$ cat config.mk
export PLATFORM = sky130hd
export DESIGN_NAME = tcdm_bank_rr_arb
export DESIGN_NICKNAME = d
export VERILOG_FILES = /design/src/rtl/tcdm_interconnect_pkg.sv /design/src/rtl/tcdm_resp_pipe.sv /design/src/rtl/tcdm_bank_rr_arb.sv
export SDC_FILE = /design/constraint.sdc
export NUM_CORES = 1
export LEC_CHECK = 0
export BUFFER_PORTS_ARGS = -buffer_cell sky130_fd_sc_hd__buf_2
export CAP_MARGIN = 5
export CORE_AREA = 2 2 159 161
export DETAILED_ROUTE_END_ITERATION = 8
export DIE_AREA = 0 0 161 163
export MAX_ROUTING_LAYER = met4
export PLACE_DENSITY = 0.45
export SLEW_MARGIN = 20
export SYNTH_ARGS = -nofsm -noshare
export SYNTH_HDL_FRONTEND = slang
export SYNTH_HIERARCHICAL = 1
export SYNTH_SLANG_ARGS = --single-unit
$ cat constraint.sdc
create_clock -name clk_i -period 6.8 [get_ports clk_i]
set_input_delay 0.34 -clock clk_i [delete_from_list [all_inputs] [get_ports clk_i]]
set_output_delay 0.34 -clock clk_i [all_outputs]
set_load 0.02 [all_outputs]
$ cat src/rtl/tcdm_interconnect_pkg.sv
// Shared definitions for the TCDM interconnect leaves: topology selector
// and the index-width helper used to size requester indices.
package tcdm_interconnect_pkg;

  typedef enum logic [1:0] {
    LIC,
    BFLY2,
    BFLY4,
    CLOS
  } topo_t;

  // Width needed to index n requesters; a single requester still gets one bit.
  function automatic int idx_width(input int n);
    return (n > 1) ? $clog2(n) : 1;
  endfunction

endpackage

$ cat src/rtl/tcdm_resp_pipe.sv
// {vld, idx} delay line of depth Depth. It remembers which requester owns
// each in-flight bank access so the response can be routed back to it.
module tcdm_resp_pipe
  import tcdm_interconnect_pkg::*;
#(
  parameter int Depth    = 1,
  parameter int IdxWidth = 1
) (
  input  logic                clk_i,
  input  logic                rst_i,
  input  logic                pushVld,
  input  logic [IdxWidth-1:0] pushIdx,
  output logic                popVld,
  output logic [IdxWidth-1:0] popIdx
);

  logic [Depth-1:0]    vldQ;
  logic [IdxWidth-1:0] idxQ [Depth];

  // Valid bits shift every cycle; reset drops everything in flight.
  always_ff @(posedge clk_i) begin
    // NOTE: non-blocking assignments so every stage samples its predecessor's
    // pre-edge value; blocking here would collapse the pipe into one stage.
    if (rst_i) begin
      vldQ <= '0;
    end else begin
      vldQ[0] <= pushVld;
      for (int s = 1; s < Depth; s++) begin
        vldQ[s] <= vldQ[s-1];
      end
    end
  end

  // Index payload shifts alongside the valid bits.
  always_ff @(posedge clk_i) begin
    // NOTE: the index storage is left unreset on purpose; it is only ever
    // looked at when the matching valid bit is set, and that bit is reset.
    idxQ[0] <= pushIdx;
    for (int s = 1; s < Depth; s++) begin
      idxQ[s] <= idxQ[s-1];
    end
  end

  assign popVld = vldQ[Depth-1];
  assign popIdx = idxQ[Depth-1];

endmodule

$ cat src/rtl/tcdm_bank_rr_arb.sv
// Per-bank round-robin arbiter and response router. Shares one
// single-ported SRAM bank among NumIn requesters and returns each response
// to its originator MemLatency cycles after the grant.
module tcdm_bank_rr_arb
  import tcdm_interconnect_pkg::*;
#(
  parameter int NumIn      = 4,
  parameter int AddrWidth  = 10,
  parameter int DataWidth  = 32,
  parameter int BeWidth    = DataWidth / 8,
  parameter int MemLatency = 1
) (
  input  logic                           clk_i,
  input  logic                           rst_i,
  input  logic [NumIn-1:0]               req_i,
  input  logic [NumIn*AddrWidth-1:0]     add_i,
  input  logic [NumIn-1:0]               wen_i,
  input  logic [NumIn*DataWidth-1:0]     wdata_i,
  input  logic [NumIn*BeWidth-1:0]       be_i,
  output logic [NumIn-1:0]               gnt_o,
  output logic [NumIn-1:0]               vld_o,
  output logic [NumIn*DataWidth-1:0]     rdata_o,
  output logic                           bank_req_o,
  output logic [AddrWidth-1:0]           bank_add_o,
  output logic                           bank_wen_o,
  output logic [DataWidth-1:0]           bank_wdata_o,
  output logic [BeWidth-1:0]             bank_be_o,
  input  logic                           bank_gnt_i,
  input  logic [DataWidth-1:0]           bank_rdata_i
);

  localparam int IdxWidth = idx_width(NumIn);

  if (NumIn < 1) begin : gen_bad_num_in
    $error("tcdm_bank_rr_arb: NumIn must be at least 1");
  end
  if (MemLatency < 1 || MemLatency > 4) begin : gen_bad_latency
    $error("tcdm_bank_rr_arb: MemLatency must be in 1..4");
  end
  if (BeWidth * 8 != DataWidth) begin : gen_bad_be
    $error("tcdm_bank_rr_arb: BeWidth*8 must equal DataWidth");
  end

  logic [IdxWidth-1:0] rrQ;
  logic [IdxWidth-1:0] rrNext;
  logic [IdxWidth-1:0] winIdx;
  logic [IdxWidth-1:0] respIdx;
  logic                bankReq;
  logic                handshake;
  logic                respVld;

  // Cyclic search from rrQ: lowest requester at or above rrQ, else lowest overall.
  always_comb begin
    // NOTE: assign a default before any conditional update so no path leaves
    // winIdx unassigned; otherwise synthesis infers a latch.
    winIdx = '0;
    for (int i = NumIn - 1; i >= 0; i--) begin
      if (req_i[i]) winIdx = IdxWidth'(i);
    end
    for (int i = NumIn - 1; i >= 0; i--) begin
      if (req_i[i] && (IdxWidth'(i) >= rrQ)) winIdx = IdxWidth'(i);
    end
  end

  // Bank-side request is silenced while reset is held.
  assign bankReq    = (|req_i) & ~rst_i;
  assign handshake  = bankReq & bank_gnt_i;
  assign bank_req_o = bankReq;

  // Pointer moves just past the winner, wrapping at NumIn (not at 2**IdxWidth).
  assign rrNext = (winIdx == IdxWidth'(NumIn - 1)) ? '0 : winIdx + IdxWidth'(1);

  // Forward the winner's lane to the bank and grant it when the bank accepts.
  always_comb begin
    gnt_o        = '0;
    bank_add_o   = '0;
    bank_wen_o   = 1'b0;
    bank_wdata_o = '0;
    bank_be_o    = '0;
    for (int i = 0; i < NumIn; i++) begin
      if (bankReq && (winIdx == IdxWidth'(i))) begin
        gnt_o[i]     = bank_gnt_i;
        bank_add_o   = add_i[i*AddrWidth +: AddrWidth];
        bank_wen_o   = wen_i[i];
        bank_wdata_o = wdata_i[i*DataWidth +: DataWidth];
        bank_be_o    = be_i[i*BeWidth +: BeWidth];
      end
    end
  end

  // Round-robin pointer advances only on an accepted access.
  always_ff @(posedge clk_i) begin
    if (rst_i) begin
      rrQ <= '0;
    end else if (handshake) begin
      rrQ <= rrNext;
    end
  end

  tcdm_resp_pipe #(
    .Depth    (MemLatency),
    .IdxWidth (IdxWidth)
  ) i_resp_pipe (
    .clk_i   (clk_i),
    .rst_i   (rst_i),
    .pushVld (handshake),
    .pushIdx (winIdx),
    .popVld  (respVld),
    .popIdx  (respIdx)
  );

  // Route the bank's read data to the owner of the retiring access; reads and
  // writes both report a response. A response retiring during reset is dropped.
  always_comb begin
    vld_o   = '0;
    rdata_o = '0;
    for (int i = 0; i < NumIn; i++) begin
      if (respVld && !rst_i && (respIdx == IdxWidth'(i))) begin
        vld_o[i]                          = 1'b1;
        rdata_o[i*DataWidth +: DataWidth] = bank_rdata_i;
      end
    end
  end

  // Protocol checks: grants and responses are exclusive, requests are held.
  assert property (@(posedge clk_i) disable iff (rst_i) $onehot0(gnt_o))
    else $error("gnt_o is not onehot0");
  assert property (@(posedge clk_i) disable iff (rst_i) $onehot0(vld_o))
    else $error("vld_o is not onehot0");

  for (genvar g = 0; g < NumIn; g++) begin : gen_req_hold
    assert property (@(posedge clk_i) disable iff (rst_i)
                     (req_i[g] && !gnt_o[g]) |=> req_i[g])
      else $error("req_i[%0d] withdrawn before grant", g);
  end

endmodule

# Yosys cells after proc, flatten, opt, wreduce, memory -nomap -nowiden
# Memories as Yosys holds them, arrays and structs flattened.
# Index checks and enable logic that the tools add are counted.
# Widths: inputs -> output; s select.
# totals
ff_bits	3
ramBits	2
inputBits	227
wordCells	71
mem_count	1
# mem_list
memory	depth	word_bits	read_ports	rd_clocked_by_memory_dff	write_ports	line_no	rtl
i_resp_pipe.idxQ	1	2	1	0	1	tcdm_resp_pipe.sv:18	logic [IdxWidth-1:0] idxQ [Depth];
# classes
add_sub_neg	1
order_cmp	4
eq_ne	6
mux	37
bitwise	3
reduce_logical	17
# ops
op	n
$mux 32	8
$mux 10	4
$mux 2	9
$mux 4	4
$logic_and 1x1->1	13
$mux 1	12
$eq 2x2->1 const B	4
$eq 2x1->1 const B	2
$ge 1x2->1 const A	2
$ge 2x2->1 const A	2
$logic_not 2->1	2
$reduce_or 4->1	1
$add 2x1->2 const B	1
$and 1x1->1	2
$logic_not 1->1	1
$not 1->1	1

# Depth between registers and ports, before layout
# depth
ltp_word	14
depth_mapped	9
mapped_depth_nobuf	7

# By module
# The synthesis kept the hierarchy.
# modules_own_cells
module	instances	cells_per_inst	area_per_inst_um2
tcdm_bank_rr_arb	1	361	2668.8
tcdm_resp_pipe	1	4	73.8

# Least setup slack after synthesis
# Ideal clock, no wire load.
# synth_path
path_kind	input -> output
from	in req_i[0]
to	out bank_be_o[2]
t_arrival_ns	2.466
t_required_ns	6.460
path_slack_ns	3.994
path_stages	9
cell_sequence	nor2b_1 -> a2111oi_0 -> nor2_1 -> ha_1 -> nor2b_1 -> clkbuf_1 -> clkbuf_1 -> a221o_1 -> a32o_1
# synth_via
elab_chain_len	11
elab_cells_between_ends	20
classes_between	eq/ne: 3; mux: 9; bitwise: 1; reduce/logical: 7
# synth_lines
element	line_no	rtl
start, declared	tcdm_bank_rr_arb.sv:15	input logic [NumIn-1:0] req_i,
$mux 2	tcdm_bank_rr_arb.sv:58	if (req_i[i]) winIdx = IdxWidth'(i);
$mux 2 (4 in a row)	tcdm_bank_rr_arb.sv:61	if (req_i[i] && (IdxWidth'(i) >= rrQ)) winIdx = IdxWidth'(i);
$logic_not 2->1	tcdm_bank_rr_arb.sv:81	if (bankReq && (winIdx == IdxWidth'(i))) begin
$logic_and 1x1->1	tcdm_bank_rr_arb.sv:81	
$mux 4 (3 in a row)	tcdm_bank_rr_arb.sv:81	
$mux 4 *	tcdm_bank_rr_arb.sv:81	
end, declared	tcdm_bank_rr_arb.sv:27	output logic [BeWidth-1:0] bank_be_o,
# Mark *: on every way between the ends. The rest lies on a longest branch, timed or not.

# Final worst setup path
# layout_path
from	reg rrQ[0]
to	out bank_wdata_o[24]
# layout_via
elab_chain_len	12
elab_cells_between_ends	24
classes_between	order compare: 4; eq/ne: 3; mux: 8; reduce/logical: 9
# layout_lines
element	line_no	rtl
start, declared	tcdm_bank_rr_arb.sv:44	logic [IdxWidth-1:0] rrQ;
start signal, assigned	tcdm_bank_rr_arb.sv:96	rrQ <= rrNext;
$ge 2x2->1	tcdm_bank_rr_arb.sv:61	
$logic_and 1x1->1	tcdm_bank_rr_arb.sv:61	
$mux 2 (3 in a row)	tcdm_bank_rr_arb.sv:61	
$mux 2 *	tcdm_bank_rr_arb.sv:61	
via winIdx[0]	tcdm_bank_rr_arb.sv:46	logic [IdxWidth-1:0] winIdx;
$logic_not 2->1	tcdm_bank_rr_arb.sv:81	
$logic_and 1x1->1	tcdm_bank_rr_arb.sv:81	
$mux 32 (3 in a row)	tcdm_bank_rr_arb.sv:81	
$mux 32 *	tcdm_bank_rr_arb.sv:81	
end, declared	tcdm_bank_rr_arb.sv:26	output logic [DataWidth-1:0] bank_wdata_o,
# Mark *: on every way through the listed nets, which the timed path passes. The rest lies on a longest branch.

==> out/results.tsv <==
stage	metric	value	unit
setup_path	rr_startpoint	rrQ[0]	
placed_design	numPortBuffers	410	
floorplan	io_pins	411	
floorplan	dieArea	26200	µm²
timing	drv_slew	0	
final_layout	n_antenna_cell	0	
global_route	grt_start_max_net_pins	53	
final_layout	multiInputGateArea	2440	µm²
setup_path	end_kind	primary output	
synth	synthDistinctLibCells	33	
final_layout	syn_to_final_growth	88.7	%
global_route	grt_pass1_vias	4190	
setup_path	worstPathArrival	3.44	ns
cts	cts_root_buf	clkbuf_16	
final_layout	fin_nets	972	
cts	cts_tree	done	
setup_path	critical-path-top-delay-family	compound AO/OA/AOI/OAI gates	
synth	synthTopCellsByCount	and2_1, a32o_1, nand3b_1	
global_route	grt.busiest_layer	met2	
synth	ys_async_sr_fraction	0	
setup_path	path_class	reg2out	
cts	htreeDepth	1	
drt	vias	4562	
synth	ys_ff_latch	5	
setup_path	cp_cell_sequence	nor2b_1, a2111oi_0, or2_2, ha_2, buf_4, nor2b_4, buf_4, a221o_1, a32o_1, buf_2	
cts	cts_buffers	3	
floorplan	die_x	161	µm
synth	yosysWarnings	6	
drt	viasPerCell	4.26	
flow_run	drv_cap	0	
drt	first_pass_iters	4	
drt	drt_iter0_markers	226	
floorplan	initial_utilization	0.111	
synth	ys.flop_type	dfxtp_1	
cts	cts_sinks	5	
timing	max_freq	264	MHz
synth	synth.top_cell.area_share	0.303	
setup_path	crit_fanout	50	
placed_design	gp_congestion	0.785	
power_and_ir_drop	worst_ir_drop_vdd	0.000100	V
drt	ant_nets	0	
global_route	track_usage	0.117	
setup_path	r2r_end	rrQ[1]	
power_and_ir_drop	powerDensity	128	nW/µm²
final_layout	seqCellArea	100	µm²
setup_path	crit_top_cell	buf_4	
power_and_ir_drop	p_leak	2.84	nW
setup_path	max_stage_delay	0.64	ns
synth	avgSynthCellArea	7.51	µm²
cts	cts.path.max_buffers	2	
synth	synth_edf_count	0	
timing	clock_skew	0.00192	ns
timing	post-route-period-util	0.556	
synth	yosys-top-cells-area	and2_1, a32o_1, a221o_1	
setup_path	r2r_cells	5	
synth	synth_area	2740	µm²
cts	hold_buffers	0	
synth	syn_inst	365	
synth	synthesis.nets	596	
floorplan	fp.coreArea	24700	µm²
timing	setup_viol	0	
timing	slew_headroom	0.336	
min_path	holdPathStages	3	
cts	post_cts.repair.setup_buffers	0	
timing	finalHoldViolations	0	
setup_path	crit_required	6.46	ns
setup_path	rrSetupSlack	4.92	ns
global_route	antenna_found_initial	0	
drt	wl	17.0	mm
global_route	grt.overflow.total	0	
setup_path	worstSetupStartpoint	rrQ[0]	
drt	drc_errors	0	
setup_path	slowest_stage	a2111oi_0	
setup_path	endpoint	bank_wdata_o[24]	
status	status	finished, final reports clean	
floorplan	die_y	163	µm
final_layout	fillCellCount	2812	
cts	path_clk_slew	0.03	ns
global_route	grt_pass1_wl	23.8	mm
min_path	min_path_type	in2reg	
setup_path	worst-path-stages	10	
timing	tightest_slew	0.997	ns
timing	rsz0062_at_grt	no	
timing	tns	0	ns
final_layout	drive_above_1_share	0.588	
global_route	grt.met1_usage	0.139	
timing	fin_crit	3.78	ns
final_layout	fin_util	0.210	
global_route	use_met2	0.209	
cts	insertion_delay	0.23	ns
global_route	grtUsageMet3	0.0115	
setup_path	cp-start-kind	register	
placed_design	dpl.hpwl	12.9	mm
synth	ys_seq_area_frac	0.0365	
synth	yosys.area.top_type	and2_1	
setup_path	crit_buf_inv	3	
floorplan	placementRows	58	
drt	wl_per_cell	15.8	µm
synth	yosysMostFrequentCell	and2_1	
cts	cts_resized	0	
[kinds of logic after synthesis]
family,count (synthesis),share of synthesized area
flops,5,0.0365
compound gates,104,0.367
simple gates,198,0.479
fa+ha+maj,4,0.0182
mux,1,0.00411
buf+inv,53,0.0949
[through the flow]
stage	hold slack (ns)	area, µm²	total power, mW	setup WS [ns]	std cells
6_report	0.436	5170	0.661	3.02	1070
5_1_grt	0.453	5170	0.709	2.62	1070
4_1_cts	0.441	5170	0.670	3.01	1070
3_5_place_dp	0.615	5100	0.568	3.03	1066
3_3_place_gp	0.621	5100	0.569	3.06	1066
2_1_floorplan	0.404	2740	0.370	3.99	365
[final cells by class]
cell class	count	share of cell area
Sequential cell	5	0.0193
Tap cell	330	0.0798
Multi-Input combinational cell	307	0.472
Timing Repair Buffer	419	0.410
Clock buffer	4	0.0152
Inverter	5	0.00363
[worst reg2reg max path, cell delays in order (launching register included)]
cell       delay, ns
dfxtp_1         0.32
nor2b_1         0.06
a2111oi_0       0.64
nor2_1          0.17
ha_1            0.33
mux2_2          0.26
[sequential cells by signal (all words and copies together), names as in the netlist]
name / cells
i_resp_pipe/idxQ: 2
rrQ: 2
i_resp_pipe/popVld: 1
[worst min-delay path by stage]
stage | endpoint | start
floorplan | i_resp_pipe/popVld | rst_i
global placement | rrQ[0] | rrQ[0]
detailed placement | rrQ[0] | rrQ[0]
CTS | rrQ[0] | bank_gnt_i
global route | rrQ[0] | bank_gnt_i
finish | rrQ[0] | bank_gnt_i
[layout by cell type, fill, tap and decap left out, drive strengths merged, types with 2 or more instances in the layout]
cell      n
a21oi     2
inv       5
nand3b   47
and2    133
a221o    46
buf     419
a32o     47
nor2      3
ha        4
dfxtp     5
clkbuf    4
nor2b     5
nor4bb    2
o21ai     2
[metal layers]
metal,wire [µm],share of wire
met5,0,0
met4,456,0.027
met3,1200,0.070
met2,8300,0.49
met1,7000,0.41
[report_power, final]
| part | internal, mW | switching (mW) | total, mW |
|---|---|---|---|
| registers | 0.0339 | 0.00565 | 0.0396 |
| logic | 0.230 | 0.294 | 0.524 |
| clock network | 0.0778 | 0.0204 | 0.0983 |
No activity file was read; power rests on OpenSTA's default activity.
